$ cat src/rtl/riscv_multicycle_controller.sv
// Control unit for the multi-cycle RV32I datapath: a Moore sequencing FSM with
// ALU/branch decode, a retired-instruction counter and a sticky illegal flag.
module riscv_multicycle_controller #(
  parameter int CNT_W = 32
) (
  input  logic             clk,
  input  logic             rst,
  input  logic [6:0]       opc,
  input  logic [2:0]       f3,
  input  logic [6:0]       f7,
  input  logic             zero,
  input  logic             sign,
  input  logic             memready,
  output logic             pcupdate,
  output logic             pcsrc,
  output logic             adrsrc,
  output logic             memwrite,
  output logic             irwrite,
  output logic             regwrite,
  output logic [1:0]       resultsrc,
  output logic [1:0]       alusrca,
  output logic [1:0]       alusrcb,
  output logic [2:0]       alucontrol,
  output logic [2:0]       immsrc,
  output logic             illegal,
  output logic [CNT_W-1:0] instret
);

  localparam logic [6:0] OPC_LOAD   = 7'b0000011;
  localparam logic [6:0] OPC_STORE  = 7'b0100011;
  localparam logic [6:0] OPC_OP     = 7'b0110011;
  localparam logic [6:0] OPC_OPIMM  = 7'b0010011;
  localparam logic [6:0] OPC_LUI    = 7'b0110111;
  localparam logic [6:0] OPC_BRANCH = 7'b1100011;
  localparam logic [6:0] OPC_JAL    = 7'b1101111;
  localparam logic [6:0] OPC_JALR   = 7'b1100111;

  localparam logic [2:0] ALU_ADD = 3'b000;
  localparam logic [2:0] ALU_SUB = 3'b001;
  localparam logic [2:0] ALU_AND = 3'b010;
  localparam logic [2:0] ALU_OR  = 3'b011;
  localparam logic [2:0] ALU_SLT = 3'b100;
  localparam logic [2:0] ALU_XOR = 3'b101;

  localparam logic [2:0] IMM_I = 3'b000;
  localparam logic [2:0] IMM_S = 3'b001;
  localparam logic [2:0] IMM_B = 3'b010;
  localparam logic [2:0] IMM_J = 3'b011;
  localparam logic [2:0] IMM_U = 3'b100;

  typedef enum logic [3:0] {
    S_FETCH, S_DECODE, S_MEMADR, S_MEMREAD, S_MEMWB, S_MEMWRITE, S_EXECR,
    S_EXECI, S_ALUWB, S_BRANCH, S_JAL, S_JALR1, S_JALR2, S_ERROR
  } state_t;

  state_t           r_state;
  state_t           w_next;
  logic             r_illegal;
  logic [CNT_W-1:0] r_instret;
  logic             w_retire;
  logic             w_rvalid;
  logic [2:0]       w_ralu;
  logic             w_ivalid;
  logic [2:0]       w_ialu;
  logic             w_bvalid;
  logic             w_taken;

  always_comb begin
    w_rvalid = 1'b1;
    w_ralu   = ALU_ADD;
    case (f3)
      3'b000: begin
        if (f7 == 7'b0100000)      w_ralu = ALU_SUB;
        else if (f7 != 7'b0000000) w_rvalid = 1'b0;
      end
      3'b111:  w_ralu = ALU_AND;
      3'b110:  w_ralu = ALU_OR;
      3'b010:  w_ralu = ALU_SLT;
      3'b100:  w_ralu = ALU_XOR;
      default: w_rvalid = 1'b0;
    endcase

    w_ivalid = 1'b1;
    w_ialu   = ALU_ADD;
    case (f3)
      3'b000:  w_ialu = ALU_ADD;
      3'b111:  w_ialu = ALU_AND;
      3'b110:  w_ialu = ALU_OR;
      3'b010:  w_ialu = ALU_SLT;
      3'b100:  w_ialu = ALU_XOR;
      default: w_ivalid = 1'b0;
    endcase

    // Signed overflow is deliberately ignored: blt/bge use the raw sign bit.
    w_bvalid = 1'b1;
    w_taken  = 1'b0;
    case (f3)
      3'b000:  w_taken = zero;
      3'b001:  w_taken = ~zero;
      3'b100:  w_taken = sign;
      3'b101:  w_taken = ~sign;
      default: w_bvalid = 1'b0;
    endcase
  end

  always_comb begin
    w_next     = r_state;
    w_retire   = 1'b0;
    pcupdate   = 1'b0;
    pcsrc      = 1'b0;
    adrsrc     = 1'b0;
    memwrite   = 1'b0;
    irwrite    = 1'b0;
    regwrite   = 1'b0;
    resultsrc  = 2'b00;
    alusrca    = 2'b00;
    alusrcb    = 2'b00;
    alucontrol = ALU_ADD;
    immsrc     = IMM_I;
    case (r_state)
      S_FETCH: begin
        alusrcb   = 2'b10;
        resultsrc = 2'b10;
        if (memready) begin
          irwrite  = 1'b1;
          pcupdate = 1'b1;
          w_next   = S_DECODE;
        end
      end
      S_DECODE: begin
        alusrca = 2'b01;
        alusrcb = 2'b01;
        immsrc  = (opc == OPC_JAL) ? IMM_J : IMM_B;
        case (opc)
          OPC_LOAD, OPC_STORE: w_next = S_MEMADR;
          OPC_OP:              w_next = S_EXECR;
          OPC_OPIMM, OPC_LUI:  w_next = S_EXECI;
          OPC_BRANCH:          w_next = S_BRANCH;
          OPC_JAL:             w_next = S_JAL;
          OPC_JALR:            w_next = S_JALR1;
          default:             w_next = S_ERROR;
        endcase
      end
      S_MEMADR: begin
        alusrca = 2'b10;
        alusrcb = 2'b01;
        immsrc  = (opc == OPC_LOAD) ? IMM_I : IMM_S;
        w_next  = (opc == OPC_LOAD) ? S_MEMREAD : S_MEMWRITE;
      end
      S_MEMREAD: begin
        adrsrc = 1'b1;
        if (memready) w_next = S_MEMWB;
      end
      S_MEMWB: begin
        resultsrc = 2'b01;
        regwrite  = 1'b1;
        w_retire  = 1'b1;
        w_next    = S_FETCH;
      end
      S_MEMWRITE: begin
        adrsrc   = 1'b1;
        memwrite = 1'b1;
        if (memready) begin
          w_retire = 1'b1;
          w_next   = S_FETCH;
        end
      end
      S_EXECR: begin
        alusrca = 2'b10;
        if (w_rvalid) begin
          alucontrol = w_ralu;
          w_next     = S_ALUWB;
        end else begin
          w_next = S_ERROR;
        end
      end
      S_EXECI: begin
        alusrcb = 2'b01;
        if (opc == OPC_LUI) begin
          alusrca = 2'b11;
          immsrc  = IMM_U;
          w_next  = S_ALUWB;
        end else begin
          alusrca = 2'b10;
          if (w_ivalid) begin
            alucontrol = w_ialu;
            w_next     = S_ALUWB;
          end else begin
            w_next = S_ERROR;
          end
        end
      end
      S_ALUWB: begin
        regwrite = 1'b1;
        w_retire = 1'b1;
        w_next   = S_FETCH;
      end
      S_BRANCH: begin
        alusrca    = 2'b10;
        alucontrol = ALU_SUB;
        if (w_bvalid) begin
          pcupdate = w_taken;
          w_retire = 1'b1;
          w_next   = S_FETCH;
        end else begin
          w_next = S_ERROR;
        end
      end
      S_JAL: begin
        alusrca  = 2'b01;
        alusrcb  = 2'b10;
        pcupdate = 1'b1;
        w_next   = S_ALUWB;
      end
      S_JALR1: begin
        alusrca = 2'b01;
        alusrcb = 2'b10;
        w_next  = S_JALR2;
      end
      S_JALR2: begin
        regwrite = 1'b1;
        alusrca  = 2'b10;
        alusrcb  = 2'b01;
        pcsrc    = 1'b1;
        pcupdate = 1'b1;
        w_retire = 1'b1;
        w_next   = S_FETCH;
      end
      S_ERROR: w_next = S_ERROR;
      default: w_next = S_FETCH;
    endcase
    // FETCH with memready=1 would otherwise write PC/IR while reset is held.
    if (!rst) begin
      pcupdate = 1'b0;
      memwrite = 1'b0;
      irwrite  = 1'b0;
      regwrite = 1'b0;
    end
  end

  always_ff @(posedge clk or negedge rst) begin
    if (!rst) begin
      r_state   <= S_FETCH;
      r_illegal <= 1'b0;
      r_instret <= '0;
    end else begin
      r_state <= w_next;
      if (w_next == S_ERROR) r_illegal <= 1'b1;
      if (w_retire)          r_instret <= r_instret + CNT_W'(1);
    end
  end

  assign illegal = r_illegal;
  assign instret = r_instret;

endmodule

$ cat config.mk
export PLATFORM = sky130hd
export DESIGN_NAME = riscv_multicycle_controller
export DESIGN_NICKNAME = d
export VERILOG_FILES = /design/src/rtl/riscv_multicycle_controller.sv
export SDC_FILE = /design/constraint.sdc
export NUM_CORES = 1
export LEC_CHECK = 0
export ABC_AREA = 1
export CAP_MARGIN = 15
export CORE_MARGIN = 4
export CORE_UTILIZATION = 35
export CTS_BUF_LIST = sky130_fd_sc_hd__clkbuf_2
export DETAILED_ROUTE_END_ITERATION = 8
export PLACE_DENSITY_LB_ADDON = 0.1
export SLEW_MARGIN = 20
export SYNTH_ARGS = -nofsm -noshare
export SYNTH_HDL_FRONTEND = slang
export SYNTH_SLANG_ARGS = --single-unit
export TNS_END_PERCENT = 10
$ cat constraint.sdc
create_clock -name clk -period 1.8 [get_ports clk]
set_input_delay 0.36 -clock clk [delete_from_list [all_inputs] [get_ports clk]]
set_output_delay 0.36 -clock clk [all_outputs]
set_load 0.03 [all_outputs]
==> out/summary.md <==
## Floorplan
* 9150 um^2 — die area
* 95.6 um — height of the die
* 36.5% — initial core utilization
* 73 — count of pins on the block boundary
* 31 — Site Rows
* 7370 um^2 — area of the placeable core
* 95.6 um — die outline width

## CTS
* 37 — number of sinks driven by the clock tree
* 2 — maximum root-to-sink buffer count
* 5 — number of buffers created by CTS
* yes — clock tree from TritonCTS
* 2 — count of H-tree levels built during CTS
* 0.19 ns — clock slew at reported path FFs
* 0.40 ns — clock insertion delay at the later pin of the skew report
* clkbuf_2 — cell at the root of the clock tree

## Setup path
* primary output — CP Capture Type
* r_state[1] — crit path launch
* r_state[1] — Critical R2R Launch
* instret[16] — critical register-to-register path endpoint
* -0.02 ns — reg2reg setup slack
* 11 — cell depth of the worst flop-to-flop path
* buf_6 — most used cell, CP
* 1.44 ns — Required @ worst endpoint
* 0.43 ns — Worst path max stage delay
* 4 — Max FO, Critical Path
* 1.78 ns — crit path DAT
* dfrtp_1 — crit path max-delay cell type
* flop — critical path launch point type
* pcupdate — worst setup path end
* reg2out — class of the most critical setup path
* buf_6, inv_4, nand2_4, nor2_4, nand2_2, a31o_4, a31oi_4, buf_6 — cell breakdown of the critical path

## Worst hold path
* illegal — startpoint of the tightest hold check path
* reg2reg — Hold Crit Class
* 2 — Hold Path Stages

## Synthesis
* 398 — synthesized instance count
* nand2_1 (115), nor2_1 (72), inv_1 (48), dfrtp_1 (37), xor2_1 (22) — top cells by instance count after synthesis
* 37 — flop and latch count out of synthesis
* dfrtp_1 (34%), nand2_1 (16%), nor2_1 (10%) — cell types occupying the most area after synthesis
* 100% — proportion of register bits with asynchronous set or reset after synthesis
* dfrtp_1 — most used flip-flop cell after synthesis
* 0 — number of warning messages in the yosys log
* nand2_1 — most repeated cell in the gate-level netlist after synthesis
* 2690 um^2 — Cell Area, Synth
* 34.5% — proportion of synthesized chip area in sequential cells
* 31 — number of library cell types mapped by synthesis
* 34.5% — share of the synthesized area in the top cell type
* 6.75 um^2 — post-synthesis area per instance
* 421 — Synth Net Count
* dfrtp_1 — leading area contributor after synthesis
* 0 — Post-synth EDFFs

## Place
* 622 — total placed cells including tap cells
* 72 — number of port buffers
* 6290 um — placed wire-length estimate
* 0.853 — weighted congestion reported at the end of routability-driven placement
* -0.648 ns — Post-Place Worst Slack

## Job
* 0 — Max-Cap Viols

## Finish
* 26.9% — proportion of layout cells with a drive suffix above 1
* 55.9% — Layout Area Growth over Synthesis
* 561 — number of nets in the final layout
* 0 — ANT cells
* 56.8% — final core occ
* 638 — non-filler cells, final

## Power
* 0.000579 V — highest ir drop seen on vdd
* 2.08 nW — Leak Pwr
* 980 nW/um^2 — ratio of total power to cell area

## Timing
* 26 — final count of negative-setup-slack endpoints
* -3.48 ns — final setup TNS
* 2.14 ns — minimum clock period
* 119% — Period Utilization, post-route
* 0.0190 ns — largest clock skew in the final design
* yes — unrepaired setup endpoints after global routing
* 468 MHz — upper clock frequency limit
* -0.337 ns — worst setup slack after layout
* 67.0% — Max-slew headroom
* 0 — Final Hold Fails
* 0 — final max-slew violation count
* 0.496 ns — Tightest Pin Transition

## Routing
* 4 — drt first pass iters
* 2969 — total via count in the routed design
* 12.6 um — routed wire length per instance
* 147 — DRT iter0 DRCs
* 0 — detailed-route DRC error count
* 8030 um — aggregate routed wire length
* 4.65 — Via density
* 0 — count of antenna-violating nets left after detailed routing

## Global route
* 0 — aggregate global routing overflow
* 18.5% — total global-route track usage
* 2801 — vias in the first global route
* 13300 um — first-pass GRT wire length
* 38 — largest net degree at the start of global routing
* 0 — number of antenna violations at the first check in global routing

## Status
* setup timing — failing checks
* finished with violations — outcome

==> flip-flops by register name, summed over array words and instances, names as in the netlist <==
name / flops
instret: 32
r_state: 4
illegal: 1
==> logic make-up after synthesis <==
kind of cell	count (synthesis)	synth area share (%)
simple gates	256	43.2
buf+inv	54	8.15
flops	37	34.5
xor+xnor	29	9.45
compound gates	21	4.28
fa+ha+maj	1	0.465
==> worst min-delay path by stage <==
stage	endpoint	slack [ns]
floorplan	illegal	0.06
global placement	instret[20]	0.45
detailed placement	illegal	0.45
CTS	illegal	0.49
global route	r_state[3]	0.55
finish	illegal	0.48
==> power by group <==
part	switching, W	internal (W)
logic	0.00151	0.000987
registers	0.000134	0.000952
clock network	0.000285	0.000237
==> layout make-up <==
cell class                      count  area, um^2
Clock buffer                        6        30.0
Multi-Input combinational cell    307        1700
Timing Repair Buffer              136        1170
Tap cell                           99         124
Inverter                           51         199
Fill cell                         756        3180
Clock inverter                      2        33.8
Sequential cell                    37         926
==> placed cells by master (no fill, tap or decap), types with 4 or more instances in the layout <==
master and n:
inv_2 5, nor3_1 10, o21ai_1 6, xor2_1 22, buf_6 16, nand3_1 19, nand2_4 5, clkdlybuf4s50_1 20
dlygate4sd2_1 33, o21ai_0 6, nor3_2 5, nor2_1 57, a21oi_1 4, xnor2_1 6, clkbuf_2 6, nor2_4 11
nand2_2 6, dfrtp_1 37, nand4_1 10, nor2_2 12, inv_1 44, nand2_1 112, buf_4 65
==> layer usage <==
metal  up-vias  global-route usage (%)  share of wire [%]
li1       1528                       -                  -
met2        76                    29.6                 45
met1      1350                    26.7                 49
met4         0                    3.55                1.1
met5         -                       0                  0
met3        15                    2.76                4.5
==> stage by stage <==
| stage | hold slack (ns) | area, um^2 | power, W |
|---|---|---|---|
| 2_1_floorplan | 0.0644 | 2730 | 0.00248 |
| 3_3_place_gp | 0.451 | 3920 | 0.00336 |
| 3_5_place_dp | 0.452 | 3920 | 0.00339 |
| 4_1_cts | 0.492 | 4060 | 0.00399 |
| 5_1_grt | 0.548 | 4190 | 0.00437 |
| 6_report | 0.484 | 4190 | 0.00411 |
==> worst max-delay path: cells and delay by family, from the launching register on <==
kind,cells,cell delay (ns)
AOI/OAI and AO/OA,2,0.35
buffers and inverters,3,0.35
DFF,1,0.43
and+or+nand+nor,3,0.25
==> what timing repair did <==
item,4_1_cts,5_1_grt
hold buffers,1,0
setup endpoints to repair,51,39
buffers inserted,5,2
gates resized for setup,67,32
pin swaps,7,5
endpoints found under the hold margin,21,0
cloned,0,0
Note: power is estimated with default switching activity, not from simulation.
